## config.mk

```make
export PLATFORM = sky130hd
export DESIGN_NAME = iter_comp_flat
export DESIGN_NICKNAME = d
export VERILOG_FILES = /design/src/rtl/iter_comp_pkg.sv /design/src/rtl/iter_comp_if.sv /design/src/rtl/iter_comp_comp_slice.sv /design/src/rtl/iter_comp.sv /design/src/flat_wrapper.sv
export SDC_FILE = /design/constraint.sdc
export NUM_CORES = 1
export LEC_CHECK = 0
export ABC_AREA = 1
export CELL_PAD_IN_SITES_DETAIL_PLACEMENT = 1
export CELL_PAD_IN_SITES_GLOBAL_PLACEMENT = 2
export CORE_MARGIN = 8
export CORE_UTILIZATION = 36
export CTS_CLUSTER_SIZE = 28
export DETAILED_ROUTE_END_ITERATION = 8
export DONT_BUFFER_PORTS = 1
export PLACE_DENSITY = 0.9
export SYNTH_ARGS = -nofsm -noshare
export SYNTH_HDL_FRONTEND = slang
export SYNTH_SLANG_ARGS = --single-unit
export TNS_END_PERCENT = 10
```

## constraint.sdc

```tcl
create_clock -name clock -period 2.7 [get_ports clock]
set_input_delay 0.135 -clock clock [delete_from_list [all_inputs] [get_ports clock]]
set_output_delay 0.135 -clock clock [all_outputs]
set_load 0.02 [all_outputs]
```

## src/rtl/iter_comp_pkg.sv

```systemverilog
// Shared definitions for the iterative magnitude comparator: FSM states,
// index-width helper and the configuration legality check.
package iter_comp_pkg;

  typedef enum logic [1:0] {
    IDLE = 2'd0,
    SCAN = 2'd1,
    DONE = 2'd2
  } state_t;

  // Width of a counter that must hold 0..n-1; never narrower than one bit.
  function automatic int clog2_min1(input int n);
    int r = 0;
    while ((1 << r) < n) r++;
    return (r < 1) ? 1 : r;
  endfunction

  function automatic bit cfg_ok(input int width, input int slice);
    return (slice > 0) && (width >= slice) && (width % slice == 0);
  endfunction

endpackage

```

## src/rtl/iter_comp_if.sv

```systemverilog
// Request/result handshake bundle between a requester and iter_comp.
interface iter_comp_if #(
  parameter int WIDTH = 32
);
  logic             in_valid;
  logic             in_ready;
  logic [WIDTH-1:0] A;
  logic [WIDTH-1:0] B;
  logic             is_signed;
  logic             out_valid;
  logic             out_ready;
  logic             EQ;
  logic             GT;
  logic             LT;

  modport master (
    output in_valid, A, B, is_signed, out_ready,
    input  in_ready, out_valid, EQ, GT, LT
  );

  modport slave (
    input  in_valid, A, B, is_signed, out_ready,
    output in_ready, out_valid, EQ, GT, LT
  );
endinterface

```

## src/rtl/iter_comp_comp_slice.sv

```systemverilog
// One-slice comparator: equality plus greater-than, with optional MSB
// inversion so the top slice of a two's-complement operand orders correctly.
module comp_slice #(
  parameter int SLICE = 8
) (
  input  logic [SLICE-1:0] a,
  input  logic [SLICE-1:0] b,
  input  logic             msb_invert,
  output logic             eq,
  output logic             gt
);
  logic [SLICE-1:0] flip;

  // NOTE: every variable written in always_comb gets a default first, so no
  // path leaves it unassigned and no latch is inferred.
  always_comb begin
    flip            = '0;
    flip[SLICE-1]   = msb_invert;
  end

  assign eq = (a == b);
  assign gt = ((a ^ flip) > (b ^ flip));
endmodule

```

## src/rtl/iter_comp.sv

```systemverilog
// Multi-cycle magnitude comparator, MSB slice first, one slice per clock.
// Optional build macro ITER_COMP_EARLY_EXIT_EN: stop at the first unequal slice.
module iter_comp
  import iter_comp_pkg::*;
#(
  parameter int WIDTH = 32,
  parameter int SLICE = 8
) (
  input logic       clock,
  input logic       reset,
  iter_comp_if.slave bus
);
  localparam int NSLICE = WIDTH / SLICE;
  localparam int IDXW   = clog2_min1(NSLICE);
  typedef logic [IDXW-1:0] idx_t;
  localparam idx_t TOP_IDX = idx_t'(NSLICE - 1);

  if (!cfg_ok(WIDTH, SLICE)) begin : g_cfg_err
    $error("iter_comp: WIDTH must be a positive multiple of SLICE");
  end

  state_t           state, state_d;
  idx_t             idx, idx_d;
  logic [WIDTH-1:0] a_q, b_q;
  logic             signed_q;
  logic             eq_q, gt_q, eq_d, gt_d;
  logic             load;

  logic [SLICE-1:0] a_sl, b_sl;
  logic             sl_eq, sl_gt, msb_inv;

  assign a_sl    = a_q[int'(idx) * SLICE +: SLICE];
  assign b_sl    = b_q[int'(idx) * SLICE +: SLICE];
  assign msb_inv = signed_q && (idx == TOP_IDX);

  comp_slice #(.SLICE(SLICE)) u_slice (
    .a          (a_sl),
    .b          (b_sl),
    .msb_invert (msb_inv),
    .eq         (sl_eq),
    .gt         (sl_gt)
  );

`ifndef ITER_COMP_EARLY_EXIT_EN
  // Constant-time build: the first unequal slice is remembered and later
  // slices are scanned but ignored.
  logic decided, decided_d;
  logic dec_gt, dec_gt_d;
`endif

  always_comb begin
    state_d = state;
    idx_d   = idx;
    eq_d    = eq_q;
    gt_d    = gt_q;
    load    = 1'b0;
`ifndef ITER_COMP_EARLY_EXIT_EN
    decided_d = decided;
    dec_gt_d  = dec_gt;
`endif
    unique case (state)
      IDLE: begin
        if (bus.in_valid) begin
          load    = 1'b1;
          idx_d   = TOP_IDX;
          eq_d    = 1'b0;
          gt_d    = 1'b0;
          state_d = SCAN;
`ifndef ITER_COMP_EARLY_EXIT_EN
          decided_d = 1'b0;
          dec_gt_d  = 1'b0;
`endif
        end
      end
      SCAN: begin
`ifdef ITER_COMP_EARLY_EXIT_EN
        if (!sl_eq) begin
          eq_d    = 1'b0;
          gt_d    = sl_gt;
          state_d = DONE;
        end else if (idx == '0) begin
          eq_d    = 1'b1;
          gt_d    = 1'b0;
          state_d = DONE;
        end else begin
          idx_d = idx - idx_t'(1);
        end
`else
        if (!decided && !sl_eq) begin
          decided_d = 1'b1;
          dec_gt_d  = sl_gt;
        end
        if (idx == '0) begin
          eq_d    = decided ? 1'b0 : sl_eq;
          gt_d    = decided ? dec_gt : sl_gt;
          state_d = DONE;
        end else begin
          idx_d = idx - idx_t'(1);
        end
`endif
      end
      DONE: begin
        if (bus.out_ready) begin
          eq_d    = 1'b0;
          gt_d    = 1'b0;
          state_d = IDLE;
        end
      end
      default: state_d = IDLE;
    endcase
  end

  // NOTE: sequential state is written with non-blocking assignments so every
  // flop samples its inputs from before the edge, independent of block order.
  always_ff @(posedge clock or posedge reset) begin
    if (reset) state <= IDLE;
    else       state <= state_d;
  end

  // NOTE: the operand registers are reset along with the control state, so the
  // slice mux and comparator never propagate X after power-up.
  always_ff @(posedge clock or posedge reset) begin
    if (reset) begin
      idx      <= TOP_IDX;
      a_q      <= '0;
      b_q      <= '0;
      signed_q <= 1'b0;
      eq_q     <= 1'b0;
      gt_q     <= 1'b0;
    end else begin
      idx  <= idx_d;
      eq_q <= eq_d;
      gt_q <= gt_d;
      if (load) begin
        a_q      <= bus.A;
        b_q      <= bus.B;
        signed_q <= bus.is_signed;
      end
    end
  end

`ifndef ITER_COMP_EARLY_EXIT_EN
  always_ff @(posedge clock or posedge reset) begin
    if (reset) begin
      decided <= 1'b0;
      dec_gt  <= 1'b0;
    end else begin
      decided <= decided_d;
      dec_gt  <= dec_gt_d;
    end
  end
`endif

  // in_ready is masked by reset so it reads low throughout the reset pulse.
  assign bus.in_ready  = (state == IDLE) && !reset;
  assign bus.out_valid = (state == DONE);
  assign bus.EQ        = eq_q;
  assign bus.GT        = gt_q;
  assign bus.LT        = (state == DONE) && !eq_q && !gt_q;

endmodule

```

## src/flat_wrapper.sv

```systemverilog
// flat-port wrapper written by rule: the top's interface ports become plain ports
module iter_comp_flat import iter_comp_pkg::*;
#(
  parameter int WIDTH = 32,
  parameter int SLICE = 8
)
  (clock, reset, bus_in_valid, bus_A, bus_B, bus_is_signed, bus_out_ready, bus_in_ready, bus_out_valid, bus_EQ, bus_GT, bus_LT);
  iter_comp_if #(.WIDTH(WIDTH)) bus_i ();
  input logic clock;
  input logic reset;
  input wire logic [$bits(bus_i.in_valid)-1:0] bus_in_valid;
  input wire logic [$bits(bus_i.A)-1:0] bus_A;
  input wire logic [$bits(bus_i.B)-1:0] bus_B;
  input wire logic [$bits(bus_i.is_signed)-1:0] bus_is_signed;
  input wire logic [$bits(bus_i.out_ready)-1:0] bus_out_ready;
  output wire logic [$bits(bus_i.in_ready)-1:0] bus_in_ready;
  output wire logic [$bits(bus_i.out_valid)-1:0] bus_out_valid;
  output wire logic [$bits(bus_i.EQ)-1:0] bus_EQ;
  output wire logic [$bits(bus_i.GT)-1:0] bus_GT;
  output wire logic [$bits(bus_i.LT)-1:0] bus_LT;
  assign bus_i.in_valid = bus_in_valid;
  assign bus_i.A = bus_A;
  assign bus_i.B = bus_B;
  assign bus_i.is_signed = bus_is_signed;
  assign bus_i.out_ready = bus_out_ready;
  assign bus_in_ready = bus_i.in_ready;
  assign bus_out_valid = bus_i.out_valid;
  assign bus_EQ = bus_i.EQ;
  assign bus_GT = bus_i.GT;
  assign bus_LT = bus_i.LT;
  iter_comp #(.WIDTH(WIDTH), .SLICE(SLICE)) u_core (.clock(clock), .reset(reset), .bus(bus_i));
endmodule
```

==> impl_metrics.csv, run 1 <==
group,metric,value,unit
grt,grt_max_degree,76,
timing,period_minus_slack,2200,ps
power_and_ir_drop,pwr-share-seq,0.373,
job,drv_cap,0,
timing,setup_slack,501,ps
timing,tightestPinTransition,882,ps
critical_path,reg2reg_depth,13,
timing,skew,11.3,ps
clock_tree,path_clk_slew,70,ps
clock_tree,clkLatencyLatePin,360,ps
floorplanning,std_cell_rows,36,
timing,period_share,0.815,
critical_path,critPathKind,"reg2reg",
min_path,hold_end,"u_core.bus.GT$_DFFE_PP0P_",
floorplanning,fp.dieH,116,um
final_layout,fin_util,0.472,
timing,tns,0,ps
yosys,synth_xor_area_frac,0,
placed_design,routabilityCongestion,0.767,
power_and_ir_drop,worst_ir_drop_vdd,422,uV
power_and_ir_drop,power_density,1150,nW/um2
critical_path,rrSetupSlack,500,ps
final_layout,areaGrowthSynthToFinish,27.5,%
clock_tree,cts_tree,"built",
clock_tree,post_cts_buffers,0,
power_and_ir_drop,p_int,2980,uW
timing,drv_slew,0,
floorplanning,start_util,0.370,
grt,first_global_vias,3668,
power_and_ir_drop,static-leakage-power,0.00233,uW
clock_tree,cts_buffers,9,
grt,gr-usage-met3,0.0396,
yosys,synthTopCellsByArea,"dfrtp_1 49%, nand2_1 23%, o21ai_0 5.1%, nor2_1 4.0%, ha_1 3.1%",
final_layout,n_antenna_cell,0,
floorplanning,die_area,13500,um2
route,wl_per_cell,15.9,um
min_path,hold-path-cell-count,5,
final_layout,post_route_cells_drive_above_1_share,0.0778,
critical_path,critPathLaunchType,"flip-flop",
yosys,synth_area_per_cell,7.62,um2
clock_tree,root_buffer,"clkbuf_8",
timing,fmax,455,MHz
placed_design,post-dp-hpwl,7.33,mm
final_layout,final_nets,613,
status,status,"finished clean",
power_and_ir_drop,comb_power_share,0.459,
timing,rsz0062_at_grt,"false",
power_and_ir_drop,swShare,0.438,
power_and_ir_drop,p_sw,2320,uW
min_path,min_from,"bus_in_valid",
route,firstDrtPassIters,4,
yosys,synthDominantCellAreaShare,0.493,
grt,grt.overflow.total,0,
grt,met2_usage,0.300,
route,antenna_left,0,
grt,grt_pass1_wl,18.0,mm
yosys,synth_top_family_by_area,"simple AND/OR/NAND/NOR gates",
clock_tree,htreeDepth,3,
yosys,synth_cells,473,
power_and_ir_drop,clockPowerShare,0.169,
critical_path,path_max_fanout,25,
yosys,yosys_warnings,0,
route,drtIter0Drc,106,
yosys,ys_ff_latch,73,
route,vias_per_cell,4.88,
yosys,ys_types,27,
yosys,synth_fa_ha_area_frac,0.0312,
yosys,synth_mux_area_frac,0,
timing,slew_headroom,0.411,
critical_path,r2r-end,"u_core.bus.GT$_DFFE_PP0P_",
critical_path,required,2950,ps
yosys,yosysTopAreaCell,"dfrtp_1",
timing,finalHoldViolCount,0,
grt,grtUsageTotal,0.173,
grt,grt_busiest_layer,"met2",
grt,antenna_found_initial,0,
placed_design,dp_slack,511,ps
yosys,synth_area,3600,um2
critical_path,cp-end-kind,"flip-flop",
yosys,synth_simple_gate_area_share,0.312,
clock_tree,cts_buffer_depth,2,
critical_path,arrival,2450,ps
placed_design,io_buffers,0,
route,route.detailed.drc,0,
min_path,hold_path_class,"in2reg",
route,wl,10.7,mm
yosys,synth_seq_area_share,0.507,
route,vias,3282,
critical_path,rr_startpoint,"u_core.idx[0]$_DFFE_PP1P_",
floorplanning,core_area,9730,um2
floorplanning,io_pins,74,
yosys,synth_compound_area_frac,0.0885,
grt,use_met1,0.198,
clock_tree,clkSinkCount,73,
yosys,synth_nets,551,
timing,setup_viol,0,
floorplanning,dieWidth,116,um
[per-stage QoR]
step	hold slack (ps)	instances	power [uW]	instance area, um2
global placement	242	590	4200	3720
global route	293	673	5840	4600
detailed placement	259	590	4340	3720
CTS	224	673	5340	4600
floorplan	252	473	3710	3600
finish	231	673	5300	4600
[critical path, cell delays in order (launching register included)]
cell	delay, ps
dfstp_2	550
buf_4	240
nand2_1	80
o21ai_0	110
a21oi_1	120
ha_1	310
a21oi_1	160
o21ai_0	90
nand4_1	90
nand3_1	70
nand2_1	100
nand2_1	60
nand2_1	60
nand2_1	40
[metal layers]
layer | routed length [um] | up-vias
li1 | - | 1606
met1 | 4610 | 1584
met2 | 5360 | 69
met3 | 433 | 23
met4 | 308 | 0
met5 | 0 | -
[layout make-up]
| class | count | area (um2) |
|---|---|---|
| Clock buffer | 12 | 155 |
| Clock inverter | 4 | 51.3 |
| Fill cell | 1192 | 5130 |
| Inverter | 25 | 93.8 |
| Multi-Input combinational cell | 350 | 1560 |
| Sequential cell | 73 | 1830 |
| Tap cell | 133 | 166 |
| Timing Repair Buffer | 76 | 738 |
[cell usage after synthesis, drive strengths merged]
| cell | instances |
|---|---|
| a21oi | 12 |
| inv | 25 |
| o31ai | 1 |
| buf | 14 |
| dfstp | 2 |
| nand4 | 2 |
| clkbuf | 11 |
| dfrtp | 71 |
| or2 | 1 |
| ha | 9 |
| nand2 | 226 |
| o21ai | 38 |
| a32o | 1 |
| nand3b | 2 |
| o22ai | 7 |
| nor2 | 38 |
| a22oi | 1 |
| nor3 | 1 |
| nand3 | 11 |
[how the worst max path moves through the flow]
stage	from	to	cells past startpoint
after floorplan	u_core.idx[1]$_DFFE_PP1P_	u_core.bus.GT$_DFFE_PP0P_	15
after global placement	u_core.idx[0]$_DFFE_PP1P_	u_core.bus.GT$_DFFE_PP0P_	12
after detailed placement	u_core.idx[0]$_DFFE_PP1P_	u_core.bus.GT$_DFFE_PP0P_	12
after CTS	u_core.idx[0]$_DFFE_PP1P_	u_core.bus.GT$_DFFE_PP0P_	13
after global routing	u_core.idx[0]$_DFFE_PP1P_	u_core.bus.GT$_DFFE_PP0P_	13
final	u_core.idx[0]$_DFFE_PP1P_	u_core.bus.GT$_DFFE_PP0P_	13
[power groups by stage]
stage / Combinational [uW] / Sequential, uW / Clock, uW
3_3_place_gp: 2230 / 1970 / 0
4_1_cts: 2450 / 1970 / 921
5_1_grt: 2840 / 2030 / 973
2_1_floorplan: 1870 / 1840 / 0
3_5_place_dp: 2360 / 1980 / 0
6_report: 2430 / 1970 / 894
[registers in the layout (all words and copies together) (netlist names)]
name	flops
u_core.a_q	32
u_core.b_q	32
u_core.idx	2
u_core.state	2
u_core.bus.EQ	1
u_core.bus.GT	1
u_core.dec_gt	1
u_core.decided	1
u_core.signed_q	1
[cell usage in the layout (no fill, tap or decap), drive strengths merged]
cell type,instances
a21oi,12
a22oi,1
a32o,1
buf,9
bufinv,1
clkbuf,12
clkinv,2
clkinvlp,1
dfrtp,71
dfstp,2
dlygate4sd3,67
ha,9
inv,25
nand2,226
nand3,11
nand3b,2
nand4,2
nor2,38
nor3,1
o21ai,38
o22ai,7
o31ai,1
or2,1
[what timing repair did]
item | in CTS | in global routing
endpoints found under the hold margin | 105 | 0
resized for setup | 0 | 0
hold buffers | 67 | 0
[logic make-up after synthesis]
logic type	Yosys count
buffers and inverters	50
flip-flops	73
adder cells (fa/ha/maj)	9
AO/OA/AOI/OAI	60
AND/OR/NAND/NOR	281
Power figures use the tool's default switching activity.
==> run 2, diff against run 1 <==
Settings changed: ABC_AREA 1 to 0, CORE_UTILIZATION 36 to 39, PLACE_DENSITY 0.9 to 0.86.
Clock period 2.7 ns to 1.8 ns, I/O delays scaled along.
==> impl_metrics.csv, run 2 <==
group,metric,value,unit
min_path,hold_end,"u_core.bus.EQ$_DFFE_PP0P_",
yosys,ys_types,31,
floorplanning,die_area,12100,um2
clock_tree,root_buffer,"clkbuf_8",
floorplanning,io_pins,74,
final_layout,post_route_cells_drive_above_1_share,0.459,
yosys,synth_area_per_cell,14.8,um2
timing,slew_headroom,0.733,
critical_path,rrSetupSlack,-800,ps
critical_path,rr_startpoint,"u_core.idx[0]$_DFFE_PP1P_",
power_and_ir_drop,static-leakage-power,0.00209,uW
timing,period_share,1.45,
critical_path,required,2020,ps
floorplanning,core_area,8640,um2
route,route.detailed.drc,0,
clock_tree,path_clk_slew,80,ps
final_layout,instances_no_fill,452,
timing,drv_slew,0,
yosys,ys_ff_latch,73,
final_layout,layout_common_cells,"71 x dfrtp_1, 68 x dlygate4sd3_1, 66 x mux2_2",
route,antenna_left,0,
route,drtIter0Drc,81,
floorplanning,start_util,0.400,
power_and_ir_drop,power_density,1910,nW/um2
route,firstDrtPassIters,4,
yosys,synthDominantCellAreaShare,0.515,
status,violations,"setup timing",
grt,grt.overflow.total,0,
timing,finalHoldViolCount,0,
min_path,hold-path-cell-count,2,
yosys,yosysTopAreaCell,"dfrtp_1",
critical_path,path_max_fanout,6,
yosys,synth_edf_count,0,
critical_path,r2r-end,"u_core.bus.GT$_DFFE_PP0P_",
final_layout,final_common_cell,"dfrtp_1",
placed_design,place_inst,366,
placed_design,dp_slack,-829,ps
route,vias_per_cell,5.16,
final_layout,final_nets,417,
grt,antenna_found_initial,0,
final_layout,multiInputGateArea,1640,um2
yosys,synth_common_cells,"71 x dfrtp_1, 66 x mux2_2, 13 x inv_1, 11 x mux4_2, 11 x nor2_1",
timing,tightestPinTransition,401,ps
critical_path,critPathKind,"reg2reg",
floorplanning,std_cell_rows,34,
min_path,hold_path_class,"in2reg",
yosys,synth_cells,233,
grt,grt_max_degree,74,
yosys,async_flop_share,1.00,
yosys,synthTopCellsByArea,"dfrtp_1 51%, mux2_2 22%, mux4_2 7.2%, mux4_1 3.8%, ha_1 3.3%",
critical_path,cp-end-kind,"flip-flop",
yosys,synth_seq_area_share,0.530,
yosys,yosys_warnings,0,
min_path,min_from,"bus_out_ready",
clock_tree,clkLatencyLatePin,350,ps
critical_path,arrival,2820,ps
timing,tns,-2840,ps
placed_design,post-dp-hpwl,5.99,mm
yosys,synthFlopType,"dfrtp_1",
grt,grtUsageTotal,0.176,
final_layout,seqCellArea,1830,um2
critical_path,reg2reg_depth,7,
yosys,synth_area,3450,um2
clock_tree,cts_buffers,9,
final_layout,n_antenna_cell,0,
final_layout,n_fill_cell,836,
route,vias,2331,
status,status,"complete, but fails checks",
final_layout,top_regs,"u_core.a_q (32), u_core.b_q (32)",
route,wl_per_cell,21.7,um
job,drv_cap,0,
clock_tree,htreeDepth,3,
timing,fmax,384,MHz
placed_design,io_buffers,0,
timing,skew,7.94,ps
timing,period_minus_slack,2600,ps
clock_tree,cts_buffer_depth,2,
placed_design,routabilityCongestion,0.734,
grt,first_global_vias,2850,
timing,setup_viol,4,
final_layout,areaGrowthSynthToFinish,41.1,%
yosys,synth_nets,311,
critical_path,critPathLaunchType,"flip-flop",
floorplanning,dieWidth,110,um
timing,setup_slack,-802,ps
floorplanning,fp.dieH,110,um
timing,rsz0062_at_grt,"true",
clock_tree,cts_tree,"built",
clock_tree,clkSinkCount,73,
power_and_ir_drop,worst_ir_drop_vdd,947,uV
route,wl,9.82,mm
grt,grt_pass1_wl,15.8,mm
yosys,synth.most_common_cell,"dfrtp_1",
-- run 2: cell count changes after synthesis, sizes merged, moves of 6 or more --
cell,delta
buf,-7
nand3,-9
inv,-12
a21oi,-6
mux2,+66
nor2,-27
nand2,-225
mux4,+16
o21ai,-36
o22ai,-7
-- run 2: how the worst max path moves through the flow --
| stage | startpoint | endpoint | slack [ps] | depth (start not counted) |
|---|---|---|---|---|
| 4_1_cts | u_core.idx[0]$_DFFE_PP1P_ | u_core.bus.GT$_DFFE_PP0P_ | -820 | 7 |
| 3_5_place_dp | u_core.idx[0]$_DFFE_PP1P_ | u_core.bus.GT$_DFFE_PP0P_ | -830 | 9 |
| 6_report | u_core.idx[0]$_DFFE_PP1P_ | u_core.bus.GT$_DFFE_PP0P_ | -800 | 7 |
| 2_1_floorplan | u_core.idx[0]$_DFFE_PP1P_ | u_core.dec_gt$_DFFE_PP0P_ | -720 | 8 |
| 3_3_place_gp | u_core.idx[0]$_DFFE_PP1P_ | u_core.dec_gt$_DFFE_PP0P_ | -750 | 9 |
| 5_1_grt | u_core.idx[0]$_DFFE_PP1P_ | u_core.bus.GT$_DFFE_PP0P_ | -890 | 7 |
-- run 2: stage by stage --
stage	area [um2]	util	hold WS, ps	power (uW)
6_report	4870	0.564	59.7	9320
5_1_grt	4870	0.564	54.6	9920
4_1_cts	4850	0.562	59.3	9110
3_5_place_dp	3960	0.459	106	7560
3_3_place_gp	3960	0.459	95.1	7260
2_1_floorplan	3580	-	199	6140
-- run 2: final cells by class --
class | count | share of cell area
repair buffers | 108 | 0.210
inverters | 13 | 0.0108
flip-flops and latches | 73 | 0.376
clock buffers | 12 | 0.0298
multi-input cells | 134 | 0.336
well taps | 108 | 0.0277
clock inverters | 4 | 0.0105
-- run 2: critical path, stage by stage, from the launching register on --
cell       delay [ps]
dfstp_2           650
mux4_1            620
inv_2             110
ha_4              210
a21o_1            160
a211o_1           280
a2111oi_4         330
o41ai_1           120
-- run 2: power breakdown --
part           switching, uW  total [uW]  leakage [uW]  internal [uW]
clock network            636        1320     0.0000970            683
logic                   2040        4910       0.00112           2870
registers                606        3090      0.000865           2490
total                   3290        9320       0.00209           6040
-- run 2: cells by family after synthesis --
kind of cell / share of synthesized area
flops: 0.530
fa+ha+maj: 0.0326
mux: 0.331
buf+inv: 0.0319
compound gates: 0.0308
simple gates: 0.0391
xor+xnor: 0.00471
-- run 2: what timing repair did --
action	4_1_cts	5_1_grt
pin swaps	1	1
gates resized for setup	9	5
hold buffers	68	0
setup buffers	2	0
hold endpoints to repair	138	0
endpoints found under the setup margin	5	6
-- run 2: metal layers --
| metal | wire length (um) | part of all wire | GRT usage |
|---|---|---|---|
| met1 | 3670 | 0.37 | 0.190 |
| met2 | 5290 | 0.54 | 0.316 |
| met3 | 648 | 0.066 | 0.0605 |
| met4 | 212 | 0.022 | 0.0511 |
| met5 | 0 | 0 | 0 |
==> run 3, diff against run 2 <==
Settings changed: ABC_AREA 0 to 1, CORE_ASPECT_RATIO from default to 1.4, CORE_UTILIZATION 39 to 28, PLACE_DENSITY 0.86 to 0.78.
==> impl_metrics.csv, run 3 (synthesis results as in run 1) <==
group,metric,value,unit
status,status,"complete, but fails checks",
status,violations,"setup timing",
critical_path,slowest_delay,580,ps
clock_tree,clkLatencyLatePin,340,ps
power_and_ir_drop,power_density,1840,nW/um2
critical_path,crit_buf_inv,1,
timing,hold_slack,190,ps
min_path,min_from,"bus_in_valid",
final_layout,layout_common_cells,"219 x nand2_1, 71 x dfrtp_1, 67 x dlygate4sd3_1",
timing,tns,-967,ps
grt,first_global_vias,3703,
floorplanning,fp.dieH,150,um
critical_path,critPathSlowestCell,"dfstp_2",
clock_tree,path_clk_slew,60,ps
critical_path,crit_path_cell_trace,"buf_12 > nand2_1 > o21ai_1 > a21oi_2 > ha_1 > a21oi_1 > o21ai_1 > nand4_1 > nand3_1 > nand2_1 > nand2_1 > nand2_1 > nand2_1",
grt,antenna_found_initial,0,
grt,grt_max_degree,59,
critical_path,critPathKind,"reg2reg",
floorplanning,die_area,16800,um2
timing,skew,5.44,ps
final_layout,final_nets,625,
critical_path,r2r-end,"u_core.bus.GT$_DFFE_PP0P_",
clock_tree,htreeDepth,3,
clock_tree,clkSinkCount,73,
placed_design,routabilityCongestion,0.769,
critical_path,arrival,2300,ps
timing,finalHoldViolCount,0,
timing,period_minus_slack,2070,ps
critical_path,crit_top_cell,"nand2_1",
min_path,hold-path-cell-count,5,
grt,grtUsageTotal,0.141,
power_and_ir_drop,worst_ir_drop_vdd,676,uV
final_layout,top_regs,"u_core.a_q (32), u_core.b_q (32)",
clock_tree,cts_tree,"built",
final_layout,areaGrowthSynthToFinish,36.4,%
placed_design,io_buffers,0,
job,drv_cap,0,
placed_design,post-dp-hpwl,7.97,mm
critical_path,reg2reg_depth,13,
route,vias,3273,
floorplanning,start_util,0.284,
route,drtIter0Drc,135,
clock_tree,post_cts_buffers,0,
critical_path,rrSetupSlack,-270,ps
timing,fmax,483,MHz
final_layout,n_fill_cell,1493,
floorplanning,std_cell_rows,49,
timing,tightestPinTransition,611,ps
clock_tree,cts_buffers,9,
floorplanning,dieWidth,112,um
power_and_ir_drop,static-leakage-power,0.00247,uW
critical_path,cp-end-kind,"flip-flop",
route,vias_per_cell,4.64,
clock_tree,root_buffer,"clkbuf_16",
final_layout,instances_no_fill,705,
route,antenna_left,0,
route,route.detailed.drc,0,
final_layout,final_common_cell,"nand2_1",
grt,grt.overflow.total,0,
grt,grt_pass1_wl,18.6,mm
timing,slew_headroom,0.593,
min_path,hold_path_class,"in2reg",
critical_path,rr_startpoint,"u_core.idx[0]$_DFFE_PP1P_",
critical_path,crit_family,"flip-flops",
timing,rsz0062_at_grt,"true",
critical_path,critPathLaunchType,"flip-flop",
critical_path,path_max_fanout,20,
route,wl_per_cell,15.8,um
route,firstDrtPassIters,4,
timing,drv_slew,0,
final_layout,post_route_cells_drive_above_1_share,0.114,
timing,setup_slack,-270,ps
timing,setup_viol,4,
floorplanning,core_area,12700,um2
timing,period_share,1.15,
floorplanning,io_pins,74,
clock_tree,cts_buffer_depth,2,
min_path,hold_end,"u_core.bus.GT$_DFFE_PP0P_",
placed_design,place_inst,622,
final_layout,n_antenna_cell,0,
critical_path,required,2030,ps
route,wl,11.2,mm
run 3: cell count changes in the layout (fill, tap and decap cells not counted), sizes merged, moves of 3 or more:
cell,change
nand2,+225
mux2,-66
o21ai,+36
nor2,+27
buf,-19
mux4,-16
inv,+11
nand3,+9
o22ai,+7
a21oi,+6
nand2b,-3
run 3: how the worst max path moves through the flow:
stage,from,to,slack (ps),depth (start not counted)
final,u_core.idx[0]$_DFFE_PP1P_,u_core.bus.GT$_DFFE_PP0P_,-270,13
after global routing,u_core.idx[0]$_DFFE_PP1P_,u_core.bus.GT$_DFFE_PP0P_,-450,16
after CTS,u_core.idx[0]$_DFFE_PP1P_,u_core.bus.GT$_DFFE_PP0P_,-290,13
after detailed placement,u_core.idx[0]$_DFFE_PP1P_,u_core.bus.GT$_DFFE_PP0P_,-370,12
after global placement,u_core.idx[0]$_DFFE_PP1P_,u_core.bus.GT$_DFFE_PP0P_,-330,12
after floorplan,u_core.idx[0]$_DFFE_PP1P_,u_core.bus.GT$_DFFE_PP0P_,-190,15
run 3: where the power goes:
group / switching, uW / internal (uW) / leakage (uW)
Combinational: 2520 / 1600 / 0.00141
Clock: 683 / 1280 / 0.000162
Sequential: 527 / 2430 / 0.000903
Total: 3730 / 5320 / 0.00247
run 3: what timing repair did:
item                                    in CTS  in global routing
hold buffers                                67                  0
hold endpoints to repair                    87                  0
endpoints found under the setup margin       5                  7
resized for setup                           11                  5
pin swaps                                    4                  1
run 3: per-stage QoR:
step           setup WS (ps)  power [uW]  utilization  area (um2)
2_1_floorplan           -187        5640            -        3640
4_1_cts                 -289        9140        0.387        4910
5_1_grt                 -448        9840        0.387        4920
6_report                -270        9050        0.387        4920
3_3_place_gp            -333        6660        0.305        3880
3_5_place_dp            -370        6860        0.305        3880
run 3: area by class of cell:
type / instances / area (um2) / area share
Multi-Input combinational cell: 350 / 1590 / 0.324
Inverter: 25 / 97.6 / 0.0198
Tap cell: 153 / 191 / 0.0389
Sequential cell: 73 / 1830 / 0.372
Clock buffer: 11 / 253 / 0.0514
Timing Repair Buffer: 88 / 877 / 0.178
Clock inverter: 5 / 77.6 / 0.0158
run 3: worst min-delay path: stages:
cell,delay [ps]
inv_1,90
a21oi_1,80
o21ai_0,90
nand2_1,70
nand2_1,60
run 3: routing by layer:
| layer | up-vias | share of wire | global-route usage |
|---|---|---|---|
| li1 | 1628 | - | - |
| met1 | 1563 | 0.42 | 0.157 |
| met2 | 61 | 0.52 | 0.247 |
| met3 | 21 | 0.030 | 0.0329 |
| met4 | 0 | 0.032 | 0.0748 |
| met5 | - | 0 | 0 |
